==> src/rtl/shift_deserializer_8bit.sv <==
// Serial-in, parallel-out receiver with a valid/ready holding register and a sticky overrun flag.
// Define SHIFT_DESER_PARITY_CHECK_EN to expect a trailing even-parity bit after each word.
module shift_deserializer_8bit #(
  parameter int WIDTH = 8
) (
  input  logic             clk,
  input  logic             rst_n,
  input  logic             serial_in,
  input  logic             bit_valid,
  input  logic             msb_first,
  input  logic             frame_start,
  input  logic             data_ready,
  input  logic             overrun_clr,
  output logic [WIDTH-1:0] data_out,
  output logic             data_valid,
  output logic             busy,
  output logic             overrun,
  output logic             parity_err
);

  localparam int CNT_W = $clog2(WIDTH) + 1;

  typedef enum logic [1:0] {
    S_IDLE    = 2'd0,
    S_COLLECT = 2'd1
`ifdef SHIFT_DESER_PARITY_CHECK_EN
    , S_PARITY = 2'd2
`endif
  } state_t;

  state_t             state_q, state_d;
  logic [WIDTH-1:0]   sr_q, sr_d;
  logic [CNT_W-1:0]   cnt_q, cnt_d;
  logic               dir_q, dir_d;
  logic [WIDTH-1:0]   data_out_q, data_out_d;
  logic               data_valid_q, data_valid_d;
  logic               overrun_q, overrun_d;
`ifdef SHIFT_DESER_PARITY_CHECK_EN
  logic               perr_q, perr_d;
  logic               perr_new;
`endif

  state_t             base_state;
  logic [WIDTH-1:0]   base_sr;
  logic [CNT_W-1:0]   base_cnt;
  logic [WIDTH-1:0]   word;
  logic               done;
  logic               drop;

  function automatic logic [WIDTH-1:0] shift_in(input logic [WIDTH-1:0] sr,
                                                input logic b,
                                                input logic dir);
    if (dir)
      return {sr[WIDTH-2:0], b};
    else
      return {b, sr[WIDTH-1:1]};
  endfunction

  always_comb begin
    state_d      = state_q;
    sr_d         = sr_q;
    cnt_d        = cnt_q;
    dir_d        = dir_q;
    data_out_d   = data_out_q;
    data_valid_d = data_valid_q;
    overrun_d    = overrun_q;
`ifdef SHIFT_DESER_PARITY_CHECK_EN
    perr_d       = perr_q;
    perr_new     = 1'b0;
`endif
    base_state   = state_q;
    base_sr      = sr_q;
    base_cnt     = cnt_q;
    word         = '0;
    done         = 1'b0;
    drop         = 1'b0;

    // frame_start clears collection first so a same-edge bit opens a fresh frame
    if (frame_start) begin
      base_state = S_IDLE;
      base_sr    = '0;
      base_cnt   = '0;
      state_d    = S_IDLE;
      sr_d       = '0;
      cnt_d      = '0;
    end

    if (bit_valid) begin
      case (base_state)
        S_IDLE: begin
          dir_d   = msb_first;
          sr_d    = shift_in('0, serial_in, msb_first);
          cnt_d   = CNT_W'(1);
          state_d = S_COLLECT;
        end
        S_COLLECT: begin
          word = shift_in(base_sr, serial_in, dir_q);
          if (base_cnt == CNT_W'(WIDTH - 1)) begin
`ifdef SHIFT_DESER_PARITY_CHECK_EN
            sr_d    = word;
            cnt_d   = CNT_W'(WIDTH);
            state_d = S_PARITY;
`else
            done    = 1'b1;
            sr_d    = '0;
            cnt_d   = '0;
            state_d = S_IDLE;
`endif
          end else begin
            sr_d    = word;
            cnt_d   = base_cnt + CNT_W'(1);
            state_d = S_COLLECT;
          end
        end
`ifdef SHIFT_DESER_PARITY_CHECK_EN
        S_PARITY: begin
          word     = base_sr;
          perr_new = ^{base_sr, serial_in};
          done     = 1'b1;
          sr_d     = '0;
          cnt_d    = '0;
          state_d  = S_IDLE;
        end
`endif
        default: begin
          sr_d    = '0;
          cnt_d   = '0;
          state_d = S_IDLE;
        end
      endcase
    end

    if (data_valid_q && data_ready) begin
      data_valid_d = 1'b0;
`ifdef SHIFT_DESER_PARITY_CHECK_EN
      perr_d       = 1'b0;
`endif
    end

    // A completed word replaces the held one only if the holder is free or draining now
    if (done) begin
      if (!data_valid_q || data_ready) begin
        data_out_d   = word;
        data_valid_d = 1'b1;
`ifdef SHIFT_DESER_PARITY_CHECK_EN
        perr_d       = perr_new;
`endif
      end else begin
        drop = 1'b1;
      end
    end

    if (overrun_clr)
      overrun_d = 1'b0;
    if (drop)
      overrun_d = 1'b1;
  end

  always_ff @(posedge clk or negedge rst_n) begin
    if (!rst_n) begin
      state_q      <= S_IDLE;
      sr_q         <= '0;
      cnt_q        <= '0;
      dir_q        <= 1'b1;
      data_out_q   <= '0;
      data_valid_q <= 1'b0;
      overrun_q    <= 1'b0;
`ifdef SHIFT_DESER_PARITY_CHECK_EN
      perr_q       <= 1'b0;
`endif
    end else begin
      state_q      <= state_d;
      sr_q         <= sr_d;
      cnt_q        <= cnt_d;
      dir_q        <= dir_d;
      data_out_q   <= data_out_d;
      data_valid_q <= data_valid_d;
      overrun_q    <= overrun_d;
`ifdef SHIFT_DESER_PARITY_CHECK_EN
      perr_q       <= perr_d;
`endif
    end
  end

  assign data_out   = data_out_q;
  assign data_valid = data_valid_q;
  assign busy       = (state_q != S_IDLE);
  assign overrun    = overrun_q;
`ifdef SHIFT_DESER_PARITY_CHECK_EN
  assign parity_err = perr_q;
`else
  assign parity_err = 1'b0;
`endif

endmodule
==> config.mk <==
export PLATFORM = sky130hd
export DESIGN_NAME = shift_deserializer_8bit
export DESIGN_NICKNAME = d
export VERILOG_FILES = /design/src/rtl/shift_deserializer_8bit.sv
export SDC_FILE = /design/constraint.sdc
export NUM_CORES = 1
export LEC_CHECK = 0
export CORE_UTILIZATION = 35
export DETAILED_ROUTE_END_ITERATION = 8
export PLACE_DENSITY = 0.67
export SYNTH_ARGS = -nofsm -noshare
export SYNTH_HDL_FRONTEND = slang
export SYNTH_SLANG_ARGS = --single-unit
==> constraint.sdc <==
create_clock -name clk -period 1.5 [get_ports clk]
set_input_delay 0.375 -clock clk [delete_from_list [all_inputs] [get_ports clk]]
set_output_delay 0.375 -clock clk [all_outputs]
set_load 0.03 [all_outputs]
Word-level counts from Yosys, hierarchy flattened
Index checks and enable logic that the tools add are counted.
Widths: inputs -> output; s select.

cells by class
  shifts and indexed selects = 0
  multipliers = 0
  bitwise gates (word level) = 0
  order comparisons = 0
  div/mod/pow operators = 0
  $add $sub $neg = 1
  multiplexer cells = 26
  equal/unequal tests = 2
  reduce and logical (&&, ||, !) cells = 8

operators by type and width
  operator             number
  $mux 8               7
  $pmux 8 s2           1
  $mux 4               3
  $mux 1               11
  $pmux 4 s2           1
  $add 4x1->4 const B  1
  $eq 4x3->1 const B   1
  $mux 2               2
  $reduce_and 2->1     2
  $reduce_bool 2->1    2
  $eq 2x1->1 const B   1
  $logic_not 2->1      1
  $pmux 1 s2           1
  $logic_and 1x1->1    1
  $logic_not 1->1      1
  $logic_or 1x1->1     1

word-level totals
  memory bits (writable) = 0
  memories = 0
  bits of input ports = 8
  bits in latches = 0
  logic and storage cells = 44
  register bits = 25
  ROM bits = 0

Depth between registers and ports, before layout
Gate-level depths: netlist of the first run.

  depth after elaboration = 7
  gate-level depth with buffers = 7
  depth with buffers taken out = 5

Least setup slack after synthesis of the first run
No wires, ideal clock.

  path type = in2reg
  from = in frame_start
  to = reg data_out_q[1], in the netlist data_out[1]
  setup slack = -0.432 ns
  data arrival time = 1.808 ns
  library setup time = 0.125 ns
  stages = 7
  cells stage by stage = buf_6 > clkbuf_1 > nor2b_1 > ha_1 > and4bb_2 > nand4_4 > mux2_2

on the way
  cells in the longest elaborated chain, start to end = 6
  elaborated cells on any way between the ends = 12
  classes of those cells = eq/ne: 2; mux: 9; reduce/logical: 1

RTL lines
  item                               line  source
  start, declared                    11    input logic frame_start,
  $mux 4                             79    if (frame_start) begin
  $eq 4x3->1                         98    if (base_cnt == CNT_W'(WIDTH - 1)) begin
  $mux 1                             98
  $mux 1                             89    case (base_state)
  $mux 1                             88    if (bit_valid) begin
  $reduce_and 2->1 (no source line)  --
  end signal, assigned               176   data_out_q <= data_out_d;
  end, declared                      35    logic [WIDTH-1:0] data_out_q, data_out_d;

Parallel ways exist; a longest one is shown, timed or not.
A chain may end at the register's enable or synchronous reset.

Worst setup path in the final report of the first run
  from = reg cnt_q[0]
  to = reg data_out_q[5], in the netlist data_out[5]

on the way
  cells in the longest elaborated chain, start to end = 6

RTL lines
  item                               line  source
  start, declared                    33    logic [CNT_W-1:0] cnt_q, cnt_d;
  start signal, assigned             174   cnt_q <= cnt_d;
  $mux 4                             79
  $eq 4x3->1                         98
  $mux 1                             98
  $mux 1                             89
  $mux 1                             88
  $reduce_and 2->1 (no source line)  --

Every way passes these cells.

==> results of run 1 <==
[sequential cells by signal, summed over array words and instances, names as in the netlist]
signal,flops
cnt_q,4
data_out,8
sr_q,8
state_q,2
dir_q,1
overrun,1
data_valid,1
[per-layer routing]
metal	track usage, %	part of all wire [%]	vias to the layer above
met2	25.55	46	33
li1	-	-	485
met4	3.488	0.95	0
met5	0	0	-
met3	4.044	4.9	4
met1	20.92	48	488
[final cells by class]
| type | instances | area (sq um) | area share [%] |
|---|---|---|---|
| clock buffer | 3 | 22.52 | 1.325 |
| inverter | 6 | 22.52 | 1.325 |
| clock inverter | 1 | 7.507 | 0.4418 |
| tap | 46 | 57.56 | 3.387 |
| sequential | 25 | 626.9 | 36.89 |
| timing repair buffer | 41 | 339.1 | 19.96 |
| multi-input combinational | 77 | 623.1 | 36.67 |
[cell families (layout without fill, tap and decap cells)]
family          Yosys count  in the layout  synth area share, %
other cells               1              1               0.2950
compound gates           22             22                12.99
fa+ha+maj                 1              1               0.9841
buf+inv                  12             51                4.626
mux                      16             16                13.29
flops                    25             25                49.31
simple gates             37             37                18.50
[report_power, final]
group | leakage [nW] | switching (mW) | internal [mW]
Clock | 0.0139 | 0.210 | 0.102
Combinational | 0.474 | 0.0894 | 0.108
Sequential | 0.328 | 0.0233 | 0.692
Total | 0.816 | 0.323 | 0.902
[through the flow]
step	worst slack (ns)	total power, mW	hold WS [ns]	instances	TNS [ns]
final	-0.06213	1.225	0.3697	199	-0.4960
after global placement	-0.5507	0.9026	0.4903	191	-10.38
after global routing	-0.1352	1.289	0.3559	199	-1.218
after CTS	-0.06001	1.232	0.3686	198	-0.4711
after detailed placement	-0.5989	0.9047	0.4826	191	-11.22
after floorplan	-0.2956	0.8208	0.07941	114	-2.789
[what timing repair did]
action                                  4_1_cts  5_1_grt
pin swaps                                     0        3
buffers inserted                              3        1
endpoints found under the setup margin       30       28
resized for setup                            18       20
[final timing paths]
check / from / to / cells past startpoint
max: cnt_q[0] / data_out[5] / 5
min: rst_n / cnt_q[2] / 2
max reg2reg: cnt_q[0] / data_out[5] / 5
min reg2reg: sr_q[0] / sr_q[0] / 2
max in group asynchronous: rst_n / dir_q / 2
min in group clk: sr_q[0] / sr_q[0] / 2
[cell usage in the layout (no fill, tap or decap), drive strengths merged, types with 3 or more instances in the layout]
cell type      instances
a21oi                  5
a32o                   4
buf                   24
clkbuf                 9
clkdlybuf4s15          4
clkdlybuf4s50          6
dfrtp                 24
inv                    6
mux2                   7
mux2i                  9
nand2                  6
nand2b                 3
nand3                  3
nor2                   9
nor2b                  5
[worst max-delay path: cells and delay by family (launching register included)]
family	cells	cell delay [ns]
fa+ha+maj	1	0.18
mux	1	0.33
flops	1	0.38
simple gates	3	0.59
==> results.json, run 1 <==
{
  "synth_top_flop_cell": "dfrtp_1",
  "r2r_slack_ns": -0.06,
  "design_area_sq_um": 1699,
  "vias": 1010,
  "h-tree-depth": 1,
  "syn_area_sq_um": 1271,
  "final.setup.worst_slack_ns": -0.06213,
  "netlist_instances": 114,
  "area_delta_synth_final_pct": 33.66,
  "finalNetCount": 163,
  "track_usage_pct": 15.68,
  "antenna_found_initial": 0,
  "insertion_delay_ns": 0.32,
  "synth.most_common_cell": "dfrtp_1",
  "clkTransAtPathRegs_ns": 0.14,
  "arrival_ns": 1.79,
  "startpoint_type": "register",
  "post-route-util_pct": 49.74,
  "clockBufferDepth": 2,
  "grt_pass1_vias": 1023,
  "place_hpwl_um": 1976,
  "postCtsHoldBufs": 0,
  "ys_warn_count": 0,
  "start_util_pct": 37.22,
  "postPlaceCellArea_sq_um": 1628,
  "rsz0062_at_grt": "true",
  "holdCritPathClass": "in2async",
  "vdd_drop_max_mv": 0.5397,
  "outcome": "finished, violations left",
  "synth_common_cells": "dfrtp_1, mux2i_1, nor2_1, mux2_2",
  "required_ns": 1.73,
  "ys_seq_area_share_pct": 49.31,
  "max_cap_viol_count": 0,
  "io_buffers": 18,
  "synth_edf_count": 0,
  "powerDensity_nw_per_um2": 721.0,
  "syn_area_per_cell_sq_um": 11.15,
  "design.die.area_sq_um": 3877,
  "netlist_top_cells_area": "dfrtp_1, mux2i_1, mux2_2, a32o_1, nor2_1",
  "grt_max_degree": 26,
  "grt_overflow": 0,
  "synth_top_area_share_pct": 47.24,
  "fp.dieH_um": 62.27,
  "synthesis.nets": 123,
  "finalCriticalPeriod_ns": 1.562,
  "async_flop_share_pct": 100.0,
  "critPathMaxStageDelay_ns": 0.38,
  "nFillCells": 311,
  "cp_cell_sequence": "nor2b_4 > ha_2 > and4bb_2 > nand4_4 > mux2_2",
  "num_io_pins": 20,
  "core_area_sq_um": 3416,
  "drtPass1Iterations": 4,
  "first_iter_violations": 30,
  "cts_root_buf": "clkbuf_4",
  "path_class": "reg2reg",
  "clock_sinks": 25,
  "rows": 21,
  "hold_viol": 0,
  "gp_congestion": 0.8908,
  "synth_top_area_cell": "dfrtp_1",
  "wl_per_cell_um": 13.75,
  "drc_errors": 0,
  "final_layout_size_suffix_gt1_share_pct": 35.29,
  "ant_nets": 0,
  "cpMaxStageDelayCell": "dfrtp_1",
  "crit_fanout": 7,
  "die_w_um": 62.27,
  "final_max_slew_viol_count": 0,
  "violations": "setup timing",
  "finClkSkew_ns": 0.007921,
  "grt_pass1_wl_um": 4850,
  "cts_tree": "done",
  "drt_wl_total_um": 2736,
  "max_freq_mhz": 640.2,
  "finalCritPeriodShare_pct": 104.1,
  "antenna_cells": 0,
  "critPathCaptureType": "register",
  "leakagePower_nw": 0.8161,
  "ys_ff_latch": 25,
  "viasPerCell": 5.075,
  "finalSetupViolCount": 10,
  "numCtsBuffers": 3,
  "synth_cell_types": 35
}
(Power assumes the default switching activity.)
==> inputs of run 2 (changes only) <==
Settings changed: ABC_AREA set to 1, CAP_MARGIN set to 20, SLEW_MARGIN set to 20.
==> results.json, run 2 <==
{
  "fp.dieH_um": 63.18,
  "finalCriticalPeriod_ns": 1.456,
  "startpoint_type": "register",
  "instances_no_fill": 252,
  "busiest_layer": "met1",
  "grt_pass1_wl_um": 5078,
  "p_sw_uw": 342.5,
  "first_iter_violations": 36,
  "antenna_cells": 0,
  "max_cap_viol_count": 0,
  "swShare_pct": 26.45,
  "grt_util_met3_pct": 2.355,
  "seq_power_share_pct": 55.2,
  "viasPerCell": 4.552,
  "postPlaceCellArea_sq_um": 1643,
  "critPathMaxStageDelay_ns": 0.39,
  "powerDensity_nw_per_um2": 752.7,
  "dp_cells": 245,
  "synth_cell_types": 27,
  "track_usage_pct": 15.91,
  "finalCritPeriodShare_pct": 97.08,
  "io_buffers": 18,
  "die_w_um": 63.18,
  "grt_overflow": 0,
  "antenna_found_initial": 0,
  "synth_edf_count": 0,
  "num_io_pins": 20,
  "synth.most_common_cell": "nand2_1",
  "p_clk_share_pct": 31.3,
  "use_met1_pct": 23.97,
  "finClkSkew_ns": 0.003772,
  "required_ns": 1.12,
  "place_hpwl_um": 2022,
  "design_area_sq_um": 1720,
  "outcome": "completed",
  "layout_commonest_cell": "nand2_1",
  "final_max_slew_viol_count": 0,
  "holdCritPathClass": "in2async",
  "start_util_pct": 37.77,
  "path_class": "reg2out",
  "finalNetCount": 216,
  "vdd_drop_max_mv": 0.3978,
  "ys_seq_area_share_pct": 47.85,
  "async_flop_share_pct": 100.0,
  "synth_top_flop_cell": "dfrtp_1",
  "rsz0062_at_grt": "false",
  "core_area_sq_um": 3468,
  "final_layout_size_suffix_gt1_share_pct": 17.96,
  "power_mw": 1.295,
  "netlist_instances": 170,
  "use_met2_pct": 23.52,
  "cts_tree": "done",
  "ys_ff_latch": 25,
  "vias": 1147,
  "syn_area_per_cell_sq_um": 7.706,
  "crit_fanout": 3,
  "design.die.area_sq_um": 3992,
  "nFillCells": 350,
  "synth_top_area_cell": "dfrtp_1",
  "clock_sinks": 25,
  "netlist_top_cells_area": "dfrtp_1, nand2_1, nand3_1, inv_1, o21ai_0",
  "ys_warn_count": 0,
  "max_freq_mhz": 686.7,
  "cp_cell_sequence": "inv_1 > nand2_1 > buf_4",
  "finalSetupViolCount": 0,
  "hold_viol": 0,
  "synthesis.nets": 179,
  "rows": 21,
  "critPathCaptureType": "output pin",
  "synth_top_area_share_pct": 45.85,
  "grt_pass1_vias": 1118,
  "cpMaxStageDelayCell": "dfrtp_1",
  "ant_nets": 0,
  "area_delta_synth_final_pct": 31.33,
  "drc_errors": 0,
  "drtPass1Iterations": 4,
  "gp_congestion": 0.8336,
  "insertion_delay_ns": 0.27,
  "combPwrFrac_pct": 13.5,
  "p_int_uw": 952.4,
  "post-route-util_pct": 49.60,
  "cts_root_buf": "clkbuf_8",
  "clkTransAtPathRegs_ns": 0.09,
  "arrival_ns": 1.08,
  "wl_per_cell_um": 11.06,
  "layout_common_cells": "nand2_1, dfrtp_1, nand3_1, buf_4, inv_1",
  "leakagePower_nw": 0.8996,
  "syn_area_sq_um": 1310,
  "numCtsBuffers": 3,
  "clockBufferDepth": 2,
  "cp_num_buf_inv": 2,
  "h-tree-depth": 1,
  "synth_common_cells": "nand2_1, dfrtp_1, nand3_1, inv_1, nor2_1",
  "grt_max_degree": 26,
  "drt_wl_total_um": 2788,
  "path_delay_family": "flip-flops"
}
==> run 2: cell count changes after synthesis, moves of 7 or more <==
cell,previous run,this run
mux2i_1,9,0
nand2_1,6,63
inv_1,6,15
nand3_1,3,17
o21ai_0,2,11
mux2_2,7,0
==> run 2: power groups by stage <==
stage | Sequential (mW) | Clock [mW] | Combinational [mW]
floorplan | 0.714 | 0 | 0.0980
global placement | 0.726 | 0 | 0.170
detailed placement | 0.726 | 0 | 0.169
CTS | 0.712 | 0.420 | 0.171
global route | 0.717 | 0.454 | 0.199
finish | 0.714 | 0.406 | 0.175
==> run 2: cell type report <==
cell class | instances | area (sq um) | area share, %
inverters | 19 | 73.82 | 4.291
repair buffers | 35 | 306.5 | 17.82
flip-flops and latches | 25 | 626.9 | 36.44
multi-input cells | 123 | 606.8 | 35.27
clock buffers | 3 | 41.29 | 2.400
clock inverters | 1 | 7.507 | 0.4364
well taps | 46 | 57.56 | 3.345
==> run 2: per-stage QoR <==
stage / worst slack, ns / TNS (ns) / hold slack (ns)
4_1_cts: 0.02007 / 0 / 0.4487
6_report: 0.04384 / 0 / 0.4464
3_3_place_gp: -0.4065 / -7.963 / 0.4596
2_1_floorplan: 0.03670 / 0 / 0.07941
5_1_grt: 0.002011 / 0 / 0.4536
3_5_place_dp: -0.4673 / -8.872 / 0.4621
==> run 2: path summary, 6_finish.rpt <==
kind / start / end / slack [ns] / cells after the start
hold reg to reg: data_out[6] / data_out[6] / 0.47 / 2
setup reg to reg: cnt_q[0] / sr_q[6] / 0.12 / 9
hold / removal: rst_n / overrun / 0.45 / 2
max in group asynchronous: rst_n / dir_q / 0.83 / 2
setup / recovery: state_q[1] / busy / 0.04 / 3
min in group clk: data_out[6] / data_out[6] / 0.47 / 2
==> run 2: layer usage <==
metal / part of all wire [%] / up-vias
met5: 0 / -
met4: 0.29 / 0
met3: 4.6 / 2
met2: 40 / 25
met1: 55 / 506
li1: - / 614
==> run 2: cell families after synthesis <==
| group | after synthesis | share of synthesized area (%) |
|---|---|---|
| adder cells (fa/ha/maj) | 1 | 0.9550 |
| other | 1 | 0.2863 |
| XOR/XNOR | 1 | 0.6687 |
| AND/OR/NAND/NOR | 102 | 35.34 |
| buffers and inverters | 23 | 7.736 |
| flip-flops | 25 | 47.85 |
| AO/OA/AOI/OAI | 17 | 7.163 |
==> run 2: what timing repair did <==
action | 4_1_cts | 5_1_grt
resized for setup | 12 | 4
hold buffers | 0 | 0
pin swaps | 3 | 4
buffers inserted | 0 | 2
cloned | 1 | 0
endpoints found under the setup margin | 28 | 18
endpoints found under the hold margin | 0 | 0
==> inputs of run 3 (changes only) <==
--- a/config.mk
+++ b/config.mk
@@ -7,4 +7,5 @@
 export LEC_CHECK = 0
 export ABC_AREA = 1
+export ABC_CLOCK_PERIOD_IN_PS = 1500
 export CAP_MARGIN = 20
 export CORE_UTILIZATION = 35
==> constraint.sdc (replaced) <==
create_clock -name clk -period 1.5 [get_ports clk]
set_input_delay 0.375 -clock clk [delete_from_list [all_inputs] [get_ports clk]]
set_output_delay 0.375 -clock clk [all_outputs]
set_load 0.005 [all_outputs]
==> results.json, run 3 (synthesis gave the netlist of run 2 again) <==
{
  "num_io_pins": 20,
  "numCtsBuffers": 3,
  "grt_pass1_wl_um": 4940,
  "start_util_pct": 37.77,
  "antenna_found_initial": 0,
  "whs_ns": 0.4419,
  "design.die.area_sq_um": 3992,
  "layout_common_cells": "nand2_1, dfrtp_1, buf_4",
  "gp_congestion": 0.8473,
  "clock_sinks": 25,
  "drt_wl_total_um": 2934,
  "viasPerCell": 4.659,
  "worstReg2RegStart": "cnt_q[0]",
  "rr_endpoint": "data_out[0]",
  "crit_fanout": 2,
  "cp_cell_sequence": "inv_1 > nand2_1 > dlygate4sd2_1",
  "vias": 1202,
  "clkTransAtPathRegs_ns": 0.09,
  "finClkSkew_ns": 0.001489,
  "fp.dieH_um": 63.18,
  "path_delay_family": "flip-flops",
  "holdCritPathClass": "in2async",
  "powerDensity_nw_per_um2": 721.1,
  "vdd_drop_max_mv": 0.3328,
  "cpMaxStageDelayCell": "dfrtp_1",
  "area_delta_synth_final_pct": 37.35,
  "grt_pass1_vias": 1111,
  "layout_commonest_cell": "nand2_1",
  "leakagePower_nw": 0.9437,
  "cts_tree": "done",
  "max_cap_viol_count": 0,
  "antenna_cells": 0,
  "r2r_slack_ns": 0.11,
  "finalSetupViolCount": 0,
  "place_hpwl_um": 2113,
  "clockBufferDepth": 2,
  "startpoint_type": "register",
  "max_freq_mhz": 691.0,
  "ff2ff_path_depth": 9,
  "final_layout_size_suffix_gt1_share_pct": 22.17,
  "hold_viol": 0,
  "finalCriticalPeriod_ns": 1.447,
  "nFillCells": 351,
  "outcome": "completed",
  "grt_overflow": 0,
  "critPathCaptureType": "output pin",
  "grt_max_degree": 26,
  "cp_num_buf_inv": 2,
  "track_usage_pct": 15.71,
  "rsz0062_at_grt": "false",
  "critPathMaxStageDelay_ns": 0.40,
  "cts_root_buf": "clkbuf_8",
  "arrival_ns": 1.07,
  "io_buffers": 18,
  "insertion_delay_ns": 0.27,
  "core_area_sq_um": 3468,
  "fin_tns_setup_ns": 0,
  "wl_per_cell_um": 11.37,
  "drtPass1Iterations": 4,
  "required_ns": 1.12,
  "finalNetCount": 222,
  "die_w_um": 63.18,
  "ant_nets": 0,
  "finalCritPeriodShare_pct": 96.47,
  "first_iter_violations": 40,
  "h-tree-depth": 1,
  "final_max_slew_viol_count": 0,
  "path_class": "reg2out",
  "rows": 21,
  "drc_errors": 0
}
## run 3: timing repair
| action | in CTS | in global routing |
|---|---|---|
| hold buffers | 0 | 0 |
| buffers inserted | 5 | 0 |
| resized for setup | 11 | 14 |
| endpoints found under the setup margin | 30 | 14 |
| cloned | 0 | 2 |
| pin swaps | 4 | 5 |
## run 3: worst max path at each step
stage               cells after the start          end  slack (ns)         from
floorplan                              10  data_out[0]        0.04  frame_start
global placement                       11  data_out[2]       -0.43  frame_start
detailed placement                     10  data_out[7]       -0.50  frame_start
CTS                                     1  data_out[3]       0.002  data_out[3]
global route                            3         busy        0.01   state_q[0]
finish                                  3         busy        0.05   state_q[0]
## run 3: metrics by stage
stage	power [mW]	worst slack, ns	std cells	utilization [%]	area [sq um]
4_1_cts	1.308	0.001804	256	50.22	1742
2_1_floorplan	0.8028	0.03902	170	-	1310
5_1_grt	1.372	0.01170	258	51.88	1799
3_5_place_dp	0.8949	-0.5046	247	47.87	1660
3_3_place_gp	0.8951	-0.4282	247	47.87	1660
6_report	1.297	0.05292	258	51.88	1799
## run 3: final cells by class
type | instances | area [sq um] | area share [%]
clock buffer | 3 | 41.29 | 2.295
sequential | 25 | 626.9 | 34.84
clock inverter | 1 | 7.507 | 0.4172
multi-input combinational | 124 | 640.6 | 35.60
tap | 46 | 57.56 | 3.199
timing repair buffer | 40 | 351.6 | 19.54
inverter | 19 | 73.82 | 4.103
## run 3: routing by layer
layer | GRT usage (%) | vias to the layer above | wire, um
li1 | - | 628 | -
met1 | 22.58 | 545 | 1491
met2 | 23.52 | 25 | 1298
met3 | 2.536 | 4 | 105
met4 | 5.966 | 0 | 38
met5 | 0 | - | 0
## run 3: power breakdown
| part | leakage [nW] | internal, mW | switching [mW] |
|---|---|---|---|
| registers | 0.340 | 0.693 | 0.0178 |
| logic | 0.582 | 0.0759 | 0.103 |
| clock network | 0.0217 | 0.188 | 0.219 |
| total | 0.944 | 0.958 | 0.340 |
